## config.mk

```make
export PLATFORM = sky130hd
export DESIGN_NAME = ps2_key_rx
export DESIGN_NICKNAME = d
export VERILOG_FILES = /design/src/rtl/ps2_key_rx.sv
export SDC_FILE = /design/constraint.sdc
export NUM_CORES = 1
export LEC_CHECK = 0
export BUFFER_PORTS_ARGS = -buffer_cell sky130_fd_sc_hd__buf_2
export CAP_MARGIN = 10
export CORE_MARGIN = 4
export CORE_UTILIZATION = 45
export CTS_BUF_LIST = sky130_fd_sc_hd__clkbuf_4 sky130_fd_sc_hd__clkbuf_8 sky130_fd_sc_hd__clkbuf_16
export CTS_CLUSTER_DIAMETER = 80
export DETAILED_ROUTE_END_ITERATION = 8
export PLACE_DENSITY = 0.73
export SLEW_MARGIN = 20
export SYNTH_ARGS = -nofsm -noshare
export SYNTH_HDL_FRONTEND = slang
export SYNTH_SLANG_ARGS = --single-unit
```

## constraint.sdc

```tcl
create_clock -name clock -period 2.45 [get_ports clock]
set_clock_uncertainty 0.05 [all_clocks]
set_input_delay 0 -clock clock [delete_from_list [all_inputs] [get_ports clock]]
set_output_delay 0 -clock clock [all_outputs]
set_load 0.1 [all_outputs]
```

## src/rtl/ps2_key_rx.sv

```systemverilog
// ps2_key_rx -- PS/2 keyboard receive path.
//
// Decodes 11-bit PS/2 device-to-host frames (start, 8 data LSB first,
// odd parity, stop) from the raw pad lines. It folds the E0 (extended)
// and F0 (break) prefix bytes into the following scan code, and it
// reports one key event per strobe.
//
// Parameters
//   FILTER  : cycles a synchronized ps2Clk level must hold before it is accepted
//   TIMEOUT : cycles without an accepted falling edge before a partial frame aborts
//
// Ports
//   clock    in   system clock, all state on its rising edge
//   reset    in   asynchronous, active-low reset
//   ps2Clk   in   raw PS/2 clock line (asynchronous)
//   ps2Data  in   raw PS/2 data line (asynchronous)
//   strobe   out  one-cycle pulse: new key event on code/pressed/extended
//   pressed  out  1 = make, 0 = break (held until the next strobe)
//   code     out  scan code (held until the next strobe)
//   extended out  event was preceded by E0 (held until the next strobe)
//   error    out  one-cycle pulse on a parity or stop-bit failure
module ps2_key_rx #(
    parameter int FILTER  = 8,
    parameter int TIMEOUT = 50000
) (
    input  logic       clock,
    input  logic       reset,
    input  logic       ps2Clk,
    input  logic       ps2Data,
    output logic       strobe,
    output logic       pressed,
    output logic [7:0] code,
    output logic       extended,
    output logic       error
);

    localparam int FW = (FILTER > 1) ? $clog2(FILTER) : 1;
    localparam int TW = (TIMEOUT > 0) ? $clog2(TIMEOUT + 1) : 1;
    localparam logic [FW-1:0] FILTER_LAST = FW'(FILTER - 1);
    localparam logic [TW-1:0] TMO_LAST    = TW'(TIMEOUT);

    typedef enum logic [1:0] {
        IDLE   = 2'd0,
        DATA   = 2'd1,
        PARITY = 2'd2,
        STOP   = 2'd3
    } state_t;

    // Synchronizers and clock glitch filter
    logic          clk_meta_reg, clk_sync_reg;
    logic          data_meta_reg, data_sync_reg;
    logic          filt_clk_reg;
    logic [FW-1:0] filt_cnt_reg;
    logic          fall_edge;

    always_ff @(posedge clock or negedge reset) begin
        if (!reset) begin
            clk_meta_reg  <= 1'b1;
            clk_sync_reg  <= 1'b1;
            data_meta_reg <= 1'b1;
            data_sync_reg <= 1'b1;
            filt_clk_reg  <= 1'b1;
            filt_cnt_reg  <= '0;
        end else begin
            clk_meta_reg  <= ps2Clk;
            clk_sync_reg  <= clk_meta_reg;
            data_meta_reg <= ps2Data;
            data_sync_reg <= data_meta_reg;
            // Count consecutive cycles the synchronized level differs from the
            // accepted one; any return to the accepted level restarts the count.
            if (clk_sync_reg == filt_clk_reg) begin
                filt_cnt_reg <= '0;
            end else if (filt_cnt_reg == FILTER_LAST) begin
                filt_clk_reg <= clk_sync_reg;
                filt_cnt_reg <= '0;
            end else begin
                filt_cnt_reg <= filt_cnt_reg + 1'b1;
            end
        end
    end

    // High in the cycle where the filtered clock is about to go 1 -> 0.
    assign fall_edge = filt_clk_reg & ~clk_sync_reg & (filt_cnt_reg == FILTER_LAST);

    // Frame FSM and event registers
    state_t        state_reg, state_next;
    logic [2:0]    bit_cnt_reg, bit_cnt_next;
    logic [7:0]    shift_reg, shift_next;
    logic          parity_reg, parity_next;
    logic          ext_reg, ext_next;
    logic          brk_reg, brk_next;
    logic [TW-1:0] tmo_reg, tmo_next;
    logic          strobe_reg, strobe_next;
    logic          error_reg, error_next;
    logic [7:0]    code_reg, code_next;
    logic          pressed_reg, pressed_next;
    logic          extended_reg, extended_next;
    logic          frame_ok;
    logic          byte_ignored;

    // Stop bit high and odd parity across data plus parity bit.
    assign frame_ok = data_sync_reg & (^{shift_reg, parity_reg});

    // Acknowledge / BAT / echo / resend / error bytes carry no key event.
    always_comb begin
        byte_ignored = 1'b0;
        case (shift_reg)
            8'hFA, 8'hAA, 8'hEE, 8'hFE, 8'h00, 8'hFF: byte_ignored = 1'b1;
            default:                                  byte_ignored = 1'b0;
        endcase
    end

    always_ff @(posedge clock or negedge reset) begin
        if (!reset) begin
            state_reg    <= IDLE;
            bit_cnt_reg  <= '0;
            shift_reg    <= '0;
            parity_reg   <= 1'b0;
            ext_reg      <= 1'b0;
            brk_reg      <= 1'b0;
            tmo_reg      <= '0;
            strobe_reg   <= 1'b0;
            error_reg    <= 1'b0;
            code_reg     <= '0;
            pressed_reg  <= 1'b0;
            extended_reg <= 1'b0;
        end else begin
            state_reg    <= state_next;
            bit_cnt_reg  <= bit_cnt_next;
            shift_reg    <= shift_next;
            parity_reg   <= parity_next;
            ext_reg      <= ext_next;
            brk_reg      <= brk_next;
            tmo_reg      <= tmo_next;
            strobe_reg   <= strobe_next;
            error_reg    <= error_next;
            code_reg     <= code_next;
            pressed_reg  <= pressed_next;
            extended_reg <= extended_next;
        end
    end

    always_comb begin
        state_next    = state_reg;
        bit_cnt_next  = bit_cnt_reg;
        shift_next    = shift_reg;
        parity_next   = parity_reg;
        ext_next      = ext_reg;
        brk_next      = brk_reg;
        tmo_next      = '0;
        strobe_next   = 1'b0;
        error_next    = 1'b0;
        code_next     = code_reg;
        pressed_next  = pressed_reg;
        extended_next = extended_reg;

        // Inactivity watchdog inside a frame. An edge always wins over an
        // expiring count, so the timeout path only runs without an edge.
        if (state_reg != IDLE) begin
            if (fall_edge) begin
                tmo_next = '0;
            end else if (tmo_reg == TMO_LAST) begin
                tmo_next   = '0;
                state_next = IDLE;
            end else begin
                tmo_next = tmo_reg + 1'b1;
            end
        end

        case (state_reg)
            IDLE: begin
                if (fall_edge && !data_sync_reg) begin
                    state_next   = DATA;
                    bit_cnt_next = '0;
                end
            end
            DATA: begin
                if (fall_edge) begin
                    shift_next = {data_sync_reg, shift_reg[7:1]};
                    if (bit_cnt_reg == 3'd7) begin
                        state_next = PARITY;
                    end else begin
                        bit_cnt_next = bit_cnt_reg + 1'b1;
                    end
                end
            end
            PARITY: begin
                if (fall_edge) begin
                    parity_next = data_sync_reg;
                    state_next  = STOP;
                end
            end
            STOP: begin
                if (fall_edge) begin
                    state_next = IDLE;
                    if (!frame_ok) begin
                        error_next = 1'b1;
                    end else if (shift_reg == 8'hE0) begin
                        ext_next = 1'b1;
                    end else if (shift_reg == 8'hF0) begin
                        brk_next = 1'b1;
                    end else if (byte_ignored) begin
                        ext_next = 1'b0;
                        brk_next = 1'b0;
                    end else begin
                        strobe_next   = 1'b1;
                        code_next     = shift_reg;
                        pressed_next  = ~brk_reg;
                        extended_next = ext_reg;
                        ext_next      = 1'b0;
                        brk_next      = 1'b0;
                    end
                end
            end
            default: state_next = IDLE;
        endcase
    end

    assign strobe   = strobe_reg;
    assign error    = error_reg;
    assign code     = code_reg;
    assign pressed  = pressed_reg;
    assign extended = extended_reg;

endmodule

```

# Word level (Yosys, flattened, before mapping)
# Index checks and enable logic that the tools add are counted.
dict set report classes {
  magnitude_cmp 0
  bitwise_logic 9
  reduce_logical 15
  shifts 0
  div 0
  n_addsub 3
  multipliers 0
  n_eq_ne 18
  mux 31
}
# op count
set op_table {}
lappend op_table {{$eq 8x8->1 const B} 7}
lappend op_table {{$mux 16} 3}
lappend op_table {{$add 16x1->16 const B} 1}
lappend op_table {{$eq 16x16->1 const B} 1}
lappend op_table {{$mux 2} 8}
lappend op_table {{$mux 3} 5}
lappend op_table {{$mux 1} 13}
lappend op_table {{$reduce_and 4->1} 3}
lappend op_table {{$reduce_xor 9->1} 1}
lappend op_table {{$logic_not 8->1} 1}
lappend op_table {{$ne 2x2->1 const B} 4}
lappend op_table {{$pmux 2 s4} 1}
lappend op_table {{$add 3x1->3 const B} 2}
lappend op_table {{$eq 3x3->1 const B} 2}
lappend op_table {{$not 1->1} 6}
lappend op_table {{$pmux 3 s2} 1}
lappend op_table {{$reduce_and 2->1} 3}
lappend op_table {{$reduce_and 6->1} 1}
lappend op_table {{$reduce_or 6->1} 1}
lappend op_table {{$eq 2x2->1 const B} 2}
lappend op_table {{$reduce_bool 2->1} 2}
lappend op_table {{$and 1x1->1} 3}
lappend op_table {{$eq 2x1->1 const B} 1}
lappend op_table {{$logic_not 2->1} 1}
lappend op_table {{3 further kinds} 3}
dict set report totals {
  n_memories 0
  ramBits 0
  output_inout_bits 12
  latchBits 0
  regBits 52
  in_bits 4
  rom_bits 0
  wordCells 94
}

# Depth between registers and ports, before layout
# Gate-level depths: netlist (run 1).
dict set report logic_depth {
  ltp_word 9
  mapped_depth 8
  depth_no_buf 7
}

# Worst setup path after synthesis (run 1)
# OpenSTA, ideal clock, no wires.
dict set report synth_path {
  path_type {register -> register}
  start {reg shift_reg[4]}
  end {reg code_reg[1] (netlist: code[1])}
  period_less_slack_ns 2.141
  setup_time_ns 0.125
  arrival_ns 1.966
  n_path_buf 2
  setup_slack_ns 0.309
  required_ns 2.275
  stages_incl_launch_ff 8
  cell_sequence {dfrtp_1 buf_4 xnor2_1 xnor3_2 xnor2_4 nor3_4 buf_6 mux2_2}
}
dict set report synth_between {
  elab_chain_cells 5
  elab_cells_between_ends 16
}
# item line_no
set synth_rtl {}
lappend synth_rtl {{from (decl)} 88} ;# logic [7:0] shift_reg, shift_next;
lappend synth_rtl {{from (signal assigned)} 130} ;# shift_reg <= shift_next;
lappend synth_rtl {{$eq 8x8->1 or $logic_not 8->1 (tied branches)} 107} ;# case (shift_reg)
lappend synth_rtl {{$reduce_or 6->1} 107}
lappend synth_rtl {{$mux 1} 107}
lappend synth_rtl {{$not 1->1 (no source line)} n/a}
lappend synth_rtl {{$reduce_and 6->1 (no source line) (*)} n/a}
lappend synth_rtl {{to (signal assigned)} 137} ;# code_reg <= code_next;
lappend synth_rtl {{to (decl)} 95} ;# logic [7:0] code_reg, code_next;
# Every way passes the cells marked *; elsewhere a longest branch is shown, timed or not.
# A chain may end at the register's enable or synchronous reset.

# Worst setup path in the final report (run 1)
dict set report layout_path {
  start {reg filt_cnt_reg[0]}
  end {reg code_reg[7] (netlist: code[7])}
}
dict set report layout_between {
  elab_chain_cells 3
}
# item line_no
set layout_rtl {}
lappend layout_rtl {{from (decl)} 53} ;# logic [FW-1:0] filt_cnt_reg;
lappend layout_rtl {{from (signal assigned)} 77} ;# filt_cnt_reg <= filt_cnt_reg + 1'b1;
lappend layout_rtl {{$eq 3x3->1} 83} ;# assign fall_edge = filt_clk_reg & ~clk_sync_reg & (filt_cnt_reg == FILTER_LAST);
lappend layout_rtl {{$and 1x1->1} 83}
lappend layout_rtl {{$reduce_and 6->1 (no source line)} n/a}
# No other way between the ends.

==> flow_summary.toml, run 1 <==
[sta]
fmax_mhz = 447.3
tightestPinTransition_ps = 515.0
final_max_slew_viol_count = 0
finalSetupViolCount = 0
fin_ws_ps = 214.4
period_needed_ps = 2236
rsz0062_at_grt = "false"
slew_headroom = 0.6567
post-route-period-util = 0.9125
hold-worst-slack_ps = 48.03
hold_viol = 0
timing.setup.tns_ps = 0

[placement]
dp.cells = 280
place_congestion = 0.7786
dpl_worst_slack_ps = 211.1
post-dp-hpwl_um = 2568
placed_cell_area_mm2 = 0.002525
io_buffers = 15

[synth]
synthDistinctLibCells = 35
ys_seq_area_frac = 0.5561
synth_cells = 194
synth_edf_count = 0
synth.cell_area_mm2 = 0.002351
syn_area_per_cell_um2 = 12.12
ys_warn_count = 0
synth_fp_nets = 205
ys_ff_latch = 52
async_reset_ff_frac = 1.000
ys.flop_type = "dfrtp_1"

[power_and_ir_drop]
clockPowerShare = 0.390
combPwrFrac = 0.038
switching_power_mw = 0.3176
p_per_area_mw_per_mm2 = 583.0
power.share.switching = 0.2035
pwr-share-seq = 0.572
leakagePower_nw = 1.291
p_int_mw = 1.243
irDropWorstVdd_mv = 0.2712

[cells_and_area]
largest_reg_flops = 16
final_area_mm2 = 0.002676
drive_above_1_share = 0.2670
fin_nets = 231
n_antenna_cell = 0
layout_common_cells = "47 x dfrtp_1, 21 x nor2_1, 17 x mux2_2"
layout_commonest_cell = "dfrtp_1"
fin_cells = 291
final.fill_count = 458
area_delta_synth_final_pct = 13.84

[global_routing]
grt_pass1_wl_um = 6686
grt_pass1_vias = 1455
grt_max_degree = 43
track_usage = 0.1341
grt_overflow_total = 0
antenna_found_initial = 0

[worst_setup_path]
r2r_slack_ps = 210
crit_path_cell_trace = "ha_1 -> ha_1 -> nand4_1 -> or2_2 -> a41o_1 -> nor3_4 -> buf_4 -> mux2_2"
crit_start = "filt_cnt_reg[0]"
worstSetupPathType = "reg -> reg"
crit_path_frequent_cell = "ha_1"
critical-path-max-stage-delay_ps = 370
r2r_start = "filt_cnt_reg[0]"
start_kind = "flip-flop"
cp_slowest_cell = "dfrtp_1"
endpoint = "code[7]"
path_max_fanout = 7
r2r_cells = 8
timing.rr.end = "code[7]"
required_ps = 2600
cp.arrival_ps = 2380
setup.worst_path.end_class = "flip-flop"

[cts]
cts_max_level = 2
root_buffer = "clkbuf_8"
clkLatencyLatePin_ps = 300
path_clk_slew_ps = 90
cts_made_buffers = 5
cts.sinks = 52
cts_buffer_depth = 2
cts_tree = "yes"

[routing]
wl_per_cell_um = 12.82
vias = 1456
drc = 0
vias_per_cell = 5.003
firstDrtPassIters = 2
ant_nets = 0
wl_um = 3731
drtIter0Drc = 61

[status]
status = "finished, final reports clean"

[floorplanning]
ios = 16
rows = 26
initial_core_util = 0.4633
die_x_um = 80.28
die_area_mm2 = 0.006445
die_h_um = 80.28
fp.coreArea_mm2 = 0.005075

[hold_path]
min_path_type = "in -> async"

[run]
maxCapViolCount = 0
cell families after synthesis:
kind of cell / synth area share
multiplexers: 0.08142
AND/OR/NAND/NOR: 0.1474
buffers and inverters: 0.03034
flip-flops: 0.5561
AO/OA/AOI/OAI: 0.05109
XOR/XNOR: 0.09633
adder cells (fa/ha/maj): 0.03725
worst max-delay path: cells and delay by family (launching register included):
kind            cells  cell delay (ps)
flops               1              370
mux                 1              340
fa+ha+maj           2              360
compound gates      1              260
simple gates        3              560
buf+inv             1              180
timing repair:
item / in CTS / in global routing
setup buffers: 0 / 0
resized for setup: 0 / 0
endpoints found under the hold margin: 49 / 0
hold buffers: 3 / 0
power groups by stage:
stage / Combinational (mW) / Clock (mW) / Sequential, mW
floorplan: 0.0306 / 0 / 0.908
global placement: 0.0589 / 0 / 0.909
detailed placement: 0.0590 / 0 / 0.910
CTS: 0.0633 / 0.630 / 0.893
global route: 0.0759 / 0.657 / 0.895
finish: 0.0593 / 0.608 / 0.893
stage by stage:
step	power [mW]	utilization
after floorplan	0.9381	-
after global placement	0.9674	0.4975
after detailed placement	0.9688	0.4975
after CTS	1.586	0.5274
after global routing	1.628	0.5274
final	1.560	0.5274
final cells by class:
class | instances | area, µm² | area share
Clock buffer | 6 | 82.58 | 0.03086
Clock inverter | 2 | 38.79 | 0.01449
Inverter | 8 | 30.03 | 0.01122
Multi-Input combinational cell | 128 | 972.2 | 0.3633
Sequential cell | 52 | 1308 | 0.4885
Tap cell | 70 | 87.58 | 0.03273
Timing Repair Buffer | 25 | 157.7 | 0.05891
metal layers:
layer | up-vias | global-route usage | wire [µm]
met2 | 14 | 0.2086 | 1762
met1 | 709 | 0.1783 | 1791
li1 | 727 | - | -
met4 | 0 | 0.05068 | 65
met3 | 6 | 0.03700 | 111
met5 | - | 0 | 0
how the worst min path moves through the flow:
| stage | from | end | cells past startpoint |
|---|---|---|---|
| after global placement | reset | tmo_reg[10] | 1 |
| after floorplan | reset | bit_cnt_reg[0] | 0 |
| after CTS | reset | tmo_reg[8] | 2 |
| final | reset | tmo_reg[0] | 2 |
| after global routing | reset | tmo_reg[8] | 2 |
| after detailed placement | reset | tmo_reg[10] | 1 |
cells in the mapped netlist (3+ instances only):
cell / count / area share
dfrtp_1: 47 / 0.50
and3_1: 4 / 0.011
o21ai_0: 5 / 0.011
dfstp_2: 5 / 0.056
nand3_1: 7 / 0.015
inv_1: 8 / 0.013
nor3_1: 3 / 0.0064
ha_1: 7 / 0.037
xor2_1: 13 / 0.048
nand2_1: 12 / 0.019
clkbuf_1: 3 / 0.0048
nor2_1: 21 / 0.034
and4_1: 3 / 0.011
xnor2_1: 7 / 0.026
mux2_2: 17 / 0.081
nand4_1: 6 / 0.016
Note: power is estimated with default switching activity, not from simulation.
==> run 2: changes to the inputs <==
--- a/config.mk
+++ b/config.mk
@@ -7,7 +7,6 @@
 export LEC_CHECK = 0
 export BUFFER_PORTS_ARGS = -buffer_cell sky130_fd_sc_hd__buf_2
 export CAP_MARGIN = 10
-export CORE_MARGIN = 4
 export CORE_UTILIZATION = 45
 export CTS_BUF_LIST = sky130_fd_sc_hd__clkbuf_4 sky130_fd_sc_hd__clkbuf_8 sky130_fd_sc_hd__clkbuf_16
 export CTS_CLUSTER_DIAMETER = 80
==> constraint.sdc (replaced) <==
create_clock -name clock -period 2.81 [get_ports clock]
set_clock_uncertainty 0.05 [all_clocks]
set_input_delay 0 -clock clock [delete_from_list [all_inputs] [get_ports clock]]
set_output_delay 0 -clock clock [all_outputs]
set_load 0.1 [all_outputs]
==> run 2 against run 1 <==
Effect of this change:
- die area shrank 14%
- largest cell class unchanged
- fmax shrank 10%
- largest power group unchanged
- worst hold slack gained 220 ps
==> flow_summary.toml, run 2 (synthesis gave the netlist of run 1 again) <==
[sta]
tightestPinTransition_ps = 799.1
post-route-period-util = 0.8860
rsz0062_at_grt = "false"
fmax_mhz = 401.6
timing.setup.tns_ps = 0
hold_viol = 0
final_max_slew_viol_count = 0
slew_headroom = 0.4673
finalSetupViolCount = 0
period_needed_ps = 2490
hold-worst-slack_ps = 264.8

[worst_setup_path]
crit_start = "filt_cnt_reg[0]"
worstSetupPathType = "reg -> reg"
r2r_slack_ps = 320
start_kind = "flip-flop"
timing.rr.end = "code[0]"
required_ps = 2960
path_max_fanout = 11
r2r_start = "filt_cnt_reg[0]"
setup.worst_path.end_class = "flip-flop"
endpoint = "code[0]"
r2r_cells = 7
cp.arrival_ps = 2640

[global_routing]
track_usage = 0.1496
grt_pass1_vias = 1377
grt_pass1_wl_um = 6203
antenna_found_initial = 0
grt_overflow_total = 0
grt_max_degree = 38

[cts]
cts_buffer_depth = 2
cts.sinks = 52
root_buffer = "clkbuf_8"
cts_tree = "yes"
cts_resized = 0
clkLatencyLatePin_ps = 310
path_clk_slew_ps = 90
cts_max_level = 2
cts_made_buffers = 5

[power_and_ir_drop]
switching_power_mw = 0.2765
pwr-share-seq = 0.577
irDropWorstVdd_mv = 0.3792
power.share.switching = 0.2052
leakagePower_nw = 1.262
p_per_area_mw_per_mm2 = 512.6
clockPowerShare = 0.385
combPwrFrac = 0.038
p_int_mw = 1.071

[hold_path]
min_path_type = "in -> async"

[cells_and_area]
fin_nets = 226
n_antenna_cell = 0
layout_commonest_cell = "dfrtp_1"
largest_reg_flops = 16
area_delta_synth_final_pct = 11.81
layout_common_cells = "47 x dfrtp_1, 21 x nor2_1, 17 x mux2_2"
final.fill_count = 440
drive_above_1_share = 0.2500

[placement]
place_congestion = 0.7908
io_buffers = 15
post-dp-hpwl_um = 2430

[routing]
wl_um = 3498
vias = 1450
vias_per_cell = 5.124
wl_per_cell_um = 12.36
firstDrtPassIters = 4
drtIter0Drc = 66
ant_nets = 0
drc = 0

[floorplanning]
die_area_mm2 = 0.005518
fp.coreArea_mm2 = 0.004880
initial_core_util = 0.4818
die_h_um = 74.28
ios = 16
rows = 25
die_x_um = 74.28

[run]
maxCapViolCount = 0

[status]
status = "finished, final reports clean"
run 2: cell count changes in the layout (fill, tap and decap cells not counted), sizes merged:
cell	change
clkinv	-1
inv	+1
buf	-5
run 2: routing by layer:
layer  wire (µm)  share of wire  global-route usage
met4          57          0.016             0.06289
met1        1690           0.48              0.2079
met3         101          0.029             0.03794
met2        1648           0.47              0.2253
met5           0              0                   0
run 2: cell type report:
cell class | instances | area (µm²) | area share
Clock buffer | 6 | 76.32 | 0.02903
Clock inverter | 2 | 38.79 | 0.01475
Tap cell | 67 | 83.83 | 0.03189
Inverter | 8 | 30.03 | 0.01142
Timing Repair Buffer | 20 | 120.1 | 0.04569
Sequential cell | 52 | 1308 | 0.4974
Multi-Input combinational cell | 128 | 972.2 | 0.3698
run 2: worst min-delay path by stage:
stage	start	to	slack, ps	cells after the start
after floorplan	reset	bit_cnt_reg[0]	-350	0
after global placement	ps2Clk	clk_meta_reg	60	1
after detailed placement	ps2Clk	clk_meta_reg	60	1
after CTS	ps2Clk	clk_meta_reg	280	2
after global routing	ps2Data	data_meta_reg	300	2
final	reset	tmo_reg[10]	260	2
run 2: stage by stage:
| step | area [µm²] | setup WS, ps | instances | power, mW | util |
|---|---|---|---|---|---|
| floorplan | 2351 | 668.8 | 194 | 0.8179 | - |
| global placement | 2476 | 376.5 | 271 | 0.8407 | 0.5074 |
| detailed placement | 2484 | 322.8 | 272 | 0.8426 | 0.5090 |
| CTS | 2629 | 302.1 | 283 | 1.366 | 0.5387 |
| global route | 2629 | 186.2 | 283 | 1.394 | 0.5387 |
| finish | 2629 | 320.3 | 283 | 1.347 | 0.5387 |
run 2: power by group through the flow:
stage	Clock (mW)	Combinational [mW]	Sequential (mW)
2_1_floorplan	0	0.0266	0.791
3_3_place_gp	0	0.0481	0.793
3_5_place_dp	0	0.0496	0.793
4_1_cts	0.534	0.0534	0.779
5_1_grt	0.554	0.0598	0.780
6_report	0.518	0.0513	0.778
run 2: critical path: stages (launching register included):
cell	delay (ps)
dfrtp_1	360
ha_1	150
ha_1	230
nand4_1	150
or2_2	330
a41o_1	270
nor3_4	440
mux2_2	400
run 2: what timing repair did:
action | CTS | global route
hold buffers | 3 | 0
buffers inserted | 0 | 0
endpoints found under the hold margin | 33 | 0
==> run 3: changes to the inputs <==
--- a/config.mk
+++ b/config.mk
@@ -11,7 +11,6 @@
 export CTS_BUF_LIST = sky130_fd_sc_hd__clkbuf_4 sky130_fd_sc_hd__clkbuf_8 sky130_fd_sc_hd__clkbuf_16
 export CTS_CLUSTER_DIAMETER = 80
 export DETAILED_ROUTE_END_ITERATION = 8
-export PLACE_DENSITY = 0.73
 export SLEW_MARGIN = 20
 export SYNTH_ARGS = -nofsm -noshare
 export SYNTH_HDL_FRONTEND = slang
==> constraint.sdc (replaced) <==
create_clock -name clock -period 2.6 [get_ports clock]
set_clock_uncertainty 0.05 [all_clocks]
set_input_delay 0 -clock clock [delete_from_list [all_inputs] [get_ports clock]]
set_output_delay 0 -clock clock [all_outputs]
set_load 0.02 [all_outputs]
==> run 3 against run 2 <==
Effect of this change:
- fmax is 8.5% higher
- setup slack worse by 15 ps
- critical path depth is 1 higher
- first-iteration DRC count is 35% higher
- worst hold slack worse by 57 ps
- count of clock-buffer cells in the layout stayed put
==> flow_summary.toml, run 3 (synthesis gave the netlist of run 1 again) <==
[worst_setup_path]
cp.arrival_ps = 2440
worst-path-buf-inv = 1
endpoint = "code[3]"
crit_path_cell_trace = "ha_1 -> ha_1 -> nand4_1 -> or2_2 -> a41o_1 -> nor3_4 -> buf_4 -> mux2_2"
crit_start = "filt_cnt_reg[0]"
r2r_start = "filt_cnt_reg[0]"
r2r_cells = 8
required_ps = 2750
worstSetupPathType = "reg -> reg"
start_kind = "flip-flop"
crit_path_frequent_cell = "ha_1"
timing.rr.end = "code[3]"
r2r_slack_ps = 310
path_max_fanout = 11
cp_top_family = "simple AND/OR/NAND/NOR gates"
cp_slowest_cell = "dfrtp_1"
cp_num_cells = 8
setup.worst_path.end_class = "flip-flop"
critical-path-max-stage-delay_ps = 360

[global_routing]
grt_max_degree = 53
grt.busiest_layer = "met2"
grt_overflow_total = 0
met2_usage = 0.2586
grt_pass1_vias = 1423
grt_use_met3 = 0.04472
grt_pass1_wl_um = 6555
gr-usage-met1 = 0.2115
track_usage = 0.1630
antenna_found_initial = 0

[placement]
dpl_worst_slack_ps = 272.2
post-dp-hpwl_um = 2753
place_congestion = 0.8153
io_buffers = 15

[cells_and_area]
layout_commonest_cell = "dfrtp_1"
layout_common_cells = "47 x dfrtp_1, 21 x nor2_1, 17 x mux2_2"
largest_reg_flops = 16
fin_nets = 226
drive_above_1_share = 0.2500
area_delta_synth_final_pct = 11.76
n_antenna_cell = 0
utilization = 0.5385
final.fill_count = 435

[status]
status = "finished, final reports clean"

[floorplanning]
fp.coreArea_mm2 = 0.004880
die_x_um = 74.28
ios = 16
die_h_um = 74.28
die_area_mm2 = 0.005518
rows = 25
initial_core_util = 0.4818

[run]
maxCapViolCount = 0

[routing]
ant_nets = 0
vias = 1472
drc = 0
wl_per_cell_um = 13.81
vias_per_cell = 5.201
wl_um = 3909
drtIter0Drc = 89
firstDrtPassIters = 2

[cts]
clkLatencyLatePin_ps = 310
cts_tree = "yes"
cts.sinks = 52
cts_resized = 0
cts_buffer_depth = 2
cts_made_buffers = 5
root_buffer = "clkbuf_8"
path_clk_slew_ps = 90
post_cts_buffers = 0
cts-hold-fix-buffers = 3
cts_max_level = 2

[power_and_ir_drop]
irDropWorstVdd_mv = 0.2270
leakagePower_nw = 1.262
p_per_area_mw_per_mm2 = 548.7

[sta]
fmax_mhz = 435.9
post-route-period-util = 0.8824
slew_headroom = 0.5680
tightestPinTransition_ps = 648.0
final_max_slew_viol_count = 0
rsz0062_at_grt = "false"
timing.setup.tns_ps = 0
fin_ws_ps = 305.7
hold_viol = 0
finalSetupViolCount = 0
period_needed_ps = 2294

[hold_path]
min_path_type = "in -> async"
==> run 3: cell type report <==
cell class / instances / area, µm² / share of cell area
clock buffer: 6 / 76.32 / 0.02905
clock inverter: 2 / 35.03 / 0.01333
inverter: 8 / 30.03 / 0.01143
multi-input combinational: 128 / 972.2 / 0.3700
sequential: 52 / 1308 / 0.4976
tap: 67 / 83.83 / 0.03190
timing repair buffer: 20 / 122.6 / 0.04667
==> run 3: per-layer routing <==
layer,vias up,routed length (µm)
met5,-,0
met1,730,1900
met4,0,70
met3,6,112
li1,716,-
met2,20,1825
==> run 3: worst min path at each step <==
stage	endpoint	depth (start not counted)	slack, ps
floorplan	bit_cnt_reg[0]	0	-350
global placement	clk_meta_reg	1	60
detailed placement	clk_meta_reg	1	60
CTS	clk_meta_reg	2	280
global route	tmo_reg[12]	2	250
finish	tmo_reg[15]	2	210
==> run 3: per-stage QoR <==
stage	instances	cell area [µm²]	power, mW	hold WS [ps]
detailed placement	272	2484	0.9108	57.89
CTS	283	2625	1.467	275.8
global placement	272	2484	0.9066	56.75
floorplan	194	2351	0.8840	-345.6
global route	283	2628	1.515	250.5
finish	283	2628	1.442	207.7
==> run 3: worst reg2reg max path: stages, from the launching register on <==
cell and delay (ps):
dfrtp_1 360, ha_1 150, ha_1 230, nand4_1 140, or2_2 320, a41o_1 270, nor3_4 110, buf_4 200
mux2_2 350
==> run 3: power breakdown <==
part           internal, mW  total, mW  leakage (nW)  switching, mW
Combinational        0.0226     0.0556         0.497         0.0330
Sequential            0.833      0.842         0.707        0.00883
Clock                 0.296      0.544        0.0586          0.248
Total                  1.15       1.44          1.26          0.290
